### config.mk
export PLATFORM = sky130hd
export DESIGN_NAME = write_back_arbiter
export DESIGN_NICKNAME = d
export VERILOG_FILES = /design/src/rtl/write_back_arbiter.sv
export SDC_FILE = /design/constraint.sdc
export NUM_CORES = 1
export LEC_CHECK = 0
export CAP_MARGIN = 25
export CELL_PAD_IN_SITES_DETAIL_PLACEMENT = 0
export CELL_PAD_IN_SITES_GLOBAL_PLACEMENT = 1
export CORE_MARGIN = 2
export CORE_UTILIZATION = 42
export DETAILED_ROUTE_END_ITERATION = 10
export MAX_ROUTING_LAYER = met4
export PLACE_DENSITY = 0.84
export SYNTH_ARGS = -nofsm -noshare
export SYNTH_HDL_FRONTEND = slang
export SYNTH_SLANG_ARGS = --single-unit
### constraint.sdc
create_clock -name clk -period 8.6 [get_ports clk]
set_input_delay 2.58 -clock clk [delete_from_list [all_inputs] [get_ports clk]]
set_output_delay 2.58 -clock clk [all_outputs]
set_load 0.005 [all_outputs]
### src/rtl/write_back_arbiter.sv
// Write-back arbiter: one holding slot per result source, round-robin
// grant into a single registered register-file write port.
//
// Ports:
//   clk, rst_n           - clock, synchronous active-low reset
//   src_valid/src_ready  - per-source handshake
//   src_rd/src_data      - per-source destination index and result (packed)
//   src_is_link          - result is a PC; LINK_OFFSET is added at grant
//   flush                - drop every buffered, unwritten result
//   rf_we/rf_waddr/rf_wdata - registered register-file write port
//   busy                 - any holding slot occupied
module write_back_arbiter #(
   parameter int NUM_SRC     = 3,
   parameter int XLEN        = 32,
   parameter int REG_ADDR_W  = 5,
   parameter int LINK_OFFSET = 4
) (
   input  logic                          clk,
   input  logic                          rst_n,
   input  logic [NUM_SRC-1:0]            src_valid,
   output logic [NUM_SRC-1:0]            src_ready,
   input  logic [NUM_SRC*REG_ADDR_W-1:0] src_rd,
   input  logic [NUM_SRC*XLEN-1:0]       src_data,
   input  logic [NUM_SRC-1:0]            src_is_link,
   input  logic                          flush,
   output logic                          rf_we,
   output logic [REG_ADDR_W-1:0]         rf_waddr,
   output logic [XLEN-1:0]               rf_wdata,
   output logic                          busy
);

   localparam int PTR_W = $clog2(NUM_SRC);

   logic [NUM_SRC-1:0]                 slot_valid_q, slot_valid_d;
   logic [NUM_SRC-1:0][REG_ADDR_W-1:0] slot_rd_q, slot_rd_d;
   logic [NUM_SRC-1:0][XLEN-1:0]       slot_data_q, slot_data_d;
   logic [NUM_SRC-1:0]                 slot_link_q, slot_link_d;
   logic [PTR_W-1:0]                   ptr_q, ptr_d;
   logic                               rf_we_q, rf_we_d;
   logic [REG_ADDR_W-1:0]              rf_waddr_q, rf_waddr_d;
   logic [XLEN-1:0]                    rf_wdata_q, rf_wdata_d;

   logic [NUM_SRC-1:0]    gnt;
   logic                  gnt_any;
   logic [PTR_W-1:0]      gidx;
   logic [NUM_SRC-1:0]    hs;
   logic [REG_ADDR_W-1:0] sel_rd;
   logic [XLEN-1:0]       sel_data;
   logic                  sel_link;

   // (p + k) mod NUM_SRC, with p < NUM_SRC and k <= NUM_SRC
   function automatic logic [PTR_W-1:0] rr_idx(
      input logic [PTR_W-1:0] p,
      input int               k
   );
      int s;
      s = int'(p) + k;
      if (s >= NUM_SRC) s = s - NUM_SRC;
      return PTR_W'(s);
   endfunction

   // First valid slot at or after ptr, wrapping; nothing during flush
   always_comb begin
      gnt_any = 1'b0;
      gidx    = '0;
      for (int k = 0; k < NUM_SRC; k++) begin
         if (!gnt_any && slot_valid_q[rr_idx(ptr_q, k)]) begin
            gnt_any = 1'b1;
            gidx    = rr_idx(ptr_q, k);
         end
      end
      if (flush) gnt_any = 1'b0;
   end

   always_comb begin
      gnt      = '0;
      sel_rd   = '0;
      sel_data = '0;
      sel_link = 1'b0;
      for (int i = 0; i < NUM_SRC; i++) begin
         gnt[i] = gnt_any && (gidx == PTR_W'(i));
         if (gnt[i]) begin
            sel_rd   = slot_rd_q[i];
            sel_data = slot_data_q[i];
            sel_link = slot_link_q[i];
         end
      end
   end

   // A slot being drained this cycle can accept its replacement
   assign src_ready = flush ? '0 : (~slot_valid_q | gnt);
   assign hs        = src_valid & src_ready;

   always_comb begin
      slot_valid_d = slot_valid_q;
      slot_rd_d    = slot_rd_q;
      slot_data_d  = slot_data_q;
      slot_link_d  = slot_link_q;
      ptr_d        = ptr_q;
      rf_we_d      = 1'b0;
      rf_waddr_d   = rf_waddr_q;
      rf_wdata_d   = rf_wdata_q;
      if (flush) begin
         slot_valid_d = '0;
         ptr_d        = '0;
      end else begin
         for (int i = 0; i < NUM_SRC; i++) begin
            if (hs[i]) begin
               slot_valid_d[i] = 1'b1;
               slot_rd_d[i]    = src_rd[i*REG_ADDR_W +: REG_ADDR_W];
               slot_data_d[i]  = src_data[i*XLEN +: XLEN];
               slot_link_d[i]  = src_is_link[i];
            end else if (gnt[i]) begin
               slot_valid_d[i] = 1'b0;
            end
         end
         if (gnt_any) begin
            ptr_d      = rr_idx(gidx, 1);
            // x0 writes are consumed but never reach the register file
            rf_we_d    = (sel_rd != '0);
            rf_waddr_d = sel_rd;
            rf_wdata_d = sel_link ? sel_data + XLEN'(LINK_OFFSET)
                                  : sel_data;
         end
      end
   end

   always_ff @(posedge clk) begin
      if (!rst_n) begin
         slot_valid_q <= '0;
         ptr_q        <= '0;
         rf_we_q      <= 1'b0;
         rf_waddr_q   <= '0;
         rf_wdata_q   <= '0;
      end else begin
         slot_valid_q <= slot_valid_d;
         ptr_q        <= ptr_d;
         rf_we_q      <= rf_we_d;
         rf_waddr_q   <= rf_waddr_d;
         rf_wdata_q   <= rf_wdata_d;
      end
   end

   // Payload needs no reset: it is only observed behind a valid bit
   always_ff @(posedge clk) begin
      slot_rd_q   <= slot_rd_d;
      slot_data_q <= slot_data_d;
      slot_link_q <= slot_link_d;
   end

   assign rf_we    = rf_we_q;
   assign rf_waddr = rf_waddr_q;
   assign rf_wdata = rf_wdata_q;
   assign busy     = |slot_valid_q;

endmodule

==> out/results.ini <==
[clocking]
cts_tree = done
htreeDepth = 4
cts.sinks = 157
cts-resized-gates = 0
cts_setup_buffers = 0
root_buffer = clkbuf_16
insertion_delay_ns = 0.43
cts-buffers-inserted = 17
ctsHoldBuffers = 0
clk_path_buf_depth = 2
clk_pin_slew_ns = 0.06

[cells_and_area]
antenna_cells = 0
nFillCells = 1308
areaGrowthSynthToFinish_pct = 36.9
final_area_sq_um = 9390
layout_commonest_cell = clkdlybuf4s50_1
num-nets-final = 865
finish.utilization_pct = 58.9
final_cell_mix = clkdlybuf4s50_1 (161), edfxtp_1 (114), nand2_1 (85)
fin_cells = 967
drive_above_1_share_pct = 8.39

[yosys]
synth_adder_area_share_pct = 1.28
synth_top_family_by_area = compound AO/OA/AOI/OAI gates
yosys.area_share.simple_pct = 14.9
synth_cells = 578
synth-async-reset-ratio_pct = 0
yosysWarningCount = 0
synthMuxAreaShare_pct = 0.438
syn-num-nets = 705
synthXorXnorAreaFrac_pct = 1.91
syn_area_sq_um = 6860
synth_compound_area_share_pct = 16.6
ys_ff_latch = 157
avgSynthCellArea_sq_um = 11.9
ys_seq_area_share_pct = 62.4
synth_cell_types = 62
synth-edff-count = 114
synth_ff_type = edfxtp_1

[setup_path]
cp.arrival_ns = 4.59
critPathMaxFanout = 27
max_stage_delay_ns = 0.57
critPathLaunchType = primary input
required_ns = 6.02
cp_common_cell = clkdlybuf4s50_1
path_class = in -> out
slowest_stage = clkdlybuf4s50_1
endpoint_kind = output port
path_cells = clkdlybuf4s50_1 -> nor2b_1 -> o41ai_4 -> buf_4 -> a21oi_1 -> clkdlybuf4s50_1

[global_route]
overflow = 0
grt_pass1_vias = 5258
grt_pass1_wl_um = 28300
track_usage_pct = 21.8
grt_max_degree = 63
antenna_found_initial = 0

[timing]
rsz0062_at_grt = no
setup_tns_ns = 0
period_needed_ns = 7.17
tightest_slew_ns = 0.974
slew_headroom_pct = 35.1
fmax_ghz = 0.139
report.final.hold_viol_count = 0
period_share_pct = 83.4
finalSetupViolCount = 0
fin_skew_ns = 0.00845
drv_slew = 0

[placement]
dp_cells = 932
dpl-instance-area_sq_um = 8680
port_buffers = 161
dp_hpwl_um = 12200
gp_congestion = 0.820

[drt]
vias = 5148
drc = 0
firstDrtPassIters = 5
wl_per_cell_um = 18.4
drtIter0Drc = 365
vias_per_cell = 5.32
finalWirelength_um = 17800
ant_nets = 0

[power]
leakage_nw = 3.27
ir_drop_mv = 0.140
powerDensity_nw_per_um2 = 203

[floorplan]
die_area_sq_um = 17400
die_w_um = 132
core-area_sq_um = 15900
rows = 46
pin_count = 162
initial_utilization_pct = 43.0
die_h_um = 132

[job]
max_cap_viol_count = 0

[run_status]
outcome = finished, final reports clean

[worst_hold_path]
holdCritPathClass = reg -> reg

==> report_power, final <==
part	switching (mW)	internal (mW)
logic	0.0986	0.111
registers	0.0177	0.854
clock network	0.297	0.524
==> cell type report <==
class,instances,area [sq um],area share [%]
Clock buffer,22,454,4.83
Clock inverter,10,188,2.00
Inverter,11,41.3,0.440
Multi-Input combinational cell,380,2420,25.8
Sequential cell,157,4280,45.6
Tap cell,216,270,2.88
Timing Repair Buffer,171,1730,18.5
==> critical path, delay by kind of cell <==
kind	cells	cell delay (ns)
AOI/OAI and AO/OA	2	0.34
and+or+nand+nor	1	0.32
buffers and inverters	3	1.35
==> final timing paths <==
kind / cells after the start / endpoint / slack, ns / from
worst max register to register: 19 / rf_wdata[26] / 2.73 / ptr_q[0]
worst min register to register: 2 / rf_waddr[3] / 0.46 / rf_waddr[3]
worst min-delay path: 2 / rf_waddr[3] / 0.46 / rf_waddr[3]
worst max-delay path: 6 / src_ready[1] / 1.43 / flush
==> synthesized netlist by cell type (5+ instances only) <==
master	n	share of area, %
a21boi_0	21	2.3
nor3_1	12	0.88
nor4_1	7	0.64
o211ai_1	27	3.0
xnor2_1	11	1.4
o21a_1	5	0.55
clkbuf_1	23	1.3
dfxtp_1	43	13
inv_1	11	0.60
ha_1	7	1.3
edfxtp_1	114	50
nand3_1	15	1.1
a221o_1	7	1.0
nand2_1	85	4.6
a21oi_1	25	1.8
nor2b_1	14	1.3
o21ai_1	14	1.0
o21ai_0	26	1.9
nor2_1	20	1.1
nand4_1	9	0.82
==> routing by layer <==
layer / part of all wire (%) / vias up / track usage (%)
met4: 1.7 / 0 / 7.73
met2: 47 / 176 / 33.9
li1: - / 2495 / -
met5: 0 / - / -
met1: 46 / 2456 / 28.4
met3: 4.9 / 21 / 4.50
==> registers in the layout, indices dropped and copies added, names as in the netlist <==
register and flops:
slot_data_q 96, rf_wdata 32, slot_rd_q 15, rf_waddr 5, slot_link_q 3, slot_valid_q 3, ptr_q 2, rf_we 1
==> per-stage QoR <==
step	power (mW)	hold slack, ns	setup slack, ns
after floorplan	0.974	0.457	2.05
after global placement	1.09	0.454	1.49
after detailed placement	1.09	0.458	1.42
after CTS	1.91	0.466	1.42
after global routing	1.97	0.485	1.34
final	1.90	0.460	1.43
==> cells by family (layout without fill, tap and decap cells) <==
kind of cell             Yosys count  in the layout
AO/OA/AOI/OAI                    158            158
XOR/XNOR                          15             15
adder cells (fa/ha/maj)            7              7
buffers and inverters             41            214
flip-flops                       157            157
multiplexers                       3              3
AND/OR/NAND/NOR                  197            197
Power figures use the tool's default switching activity.
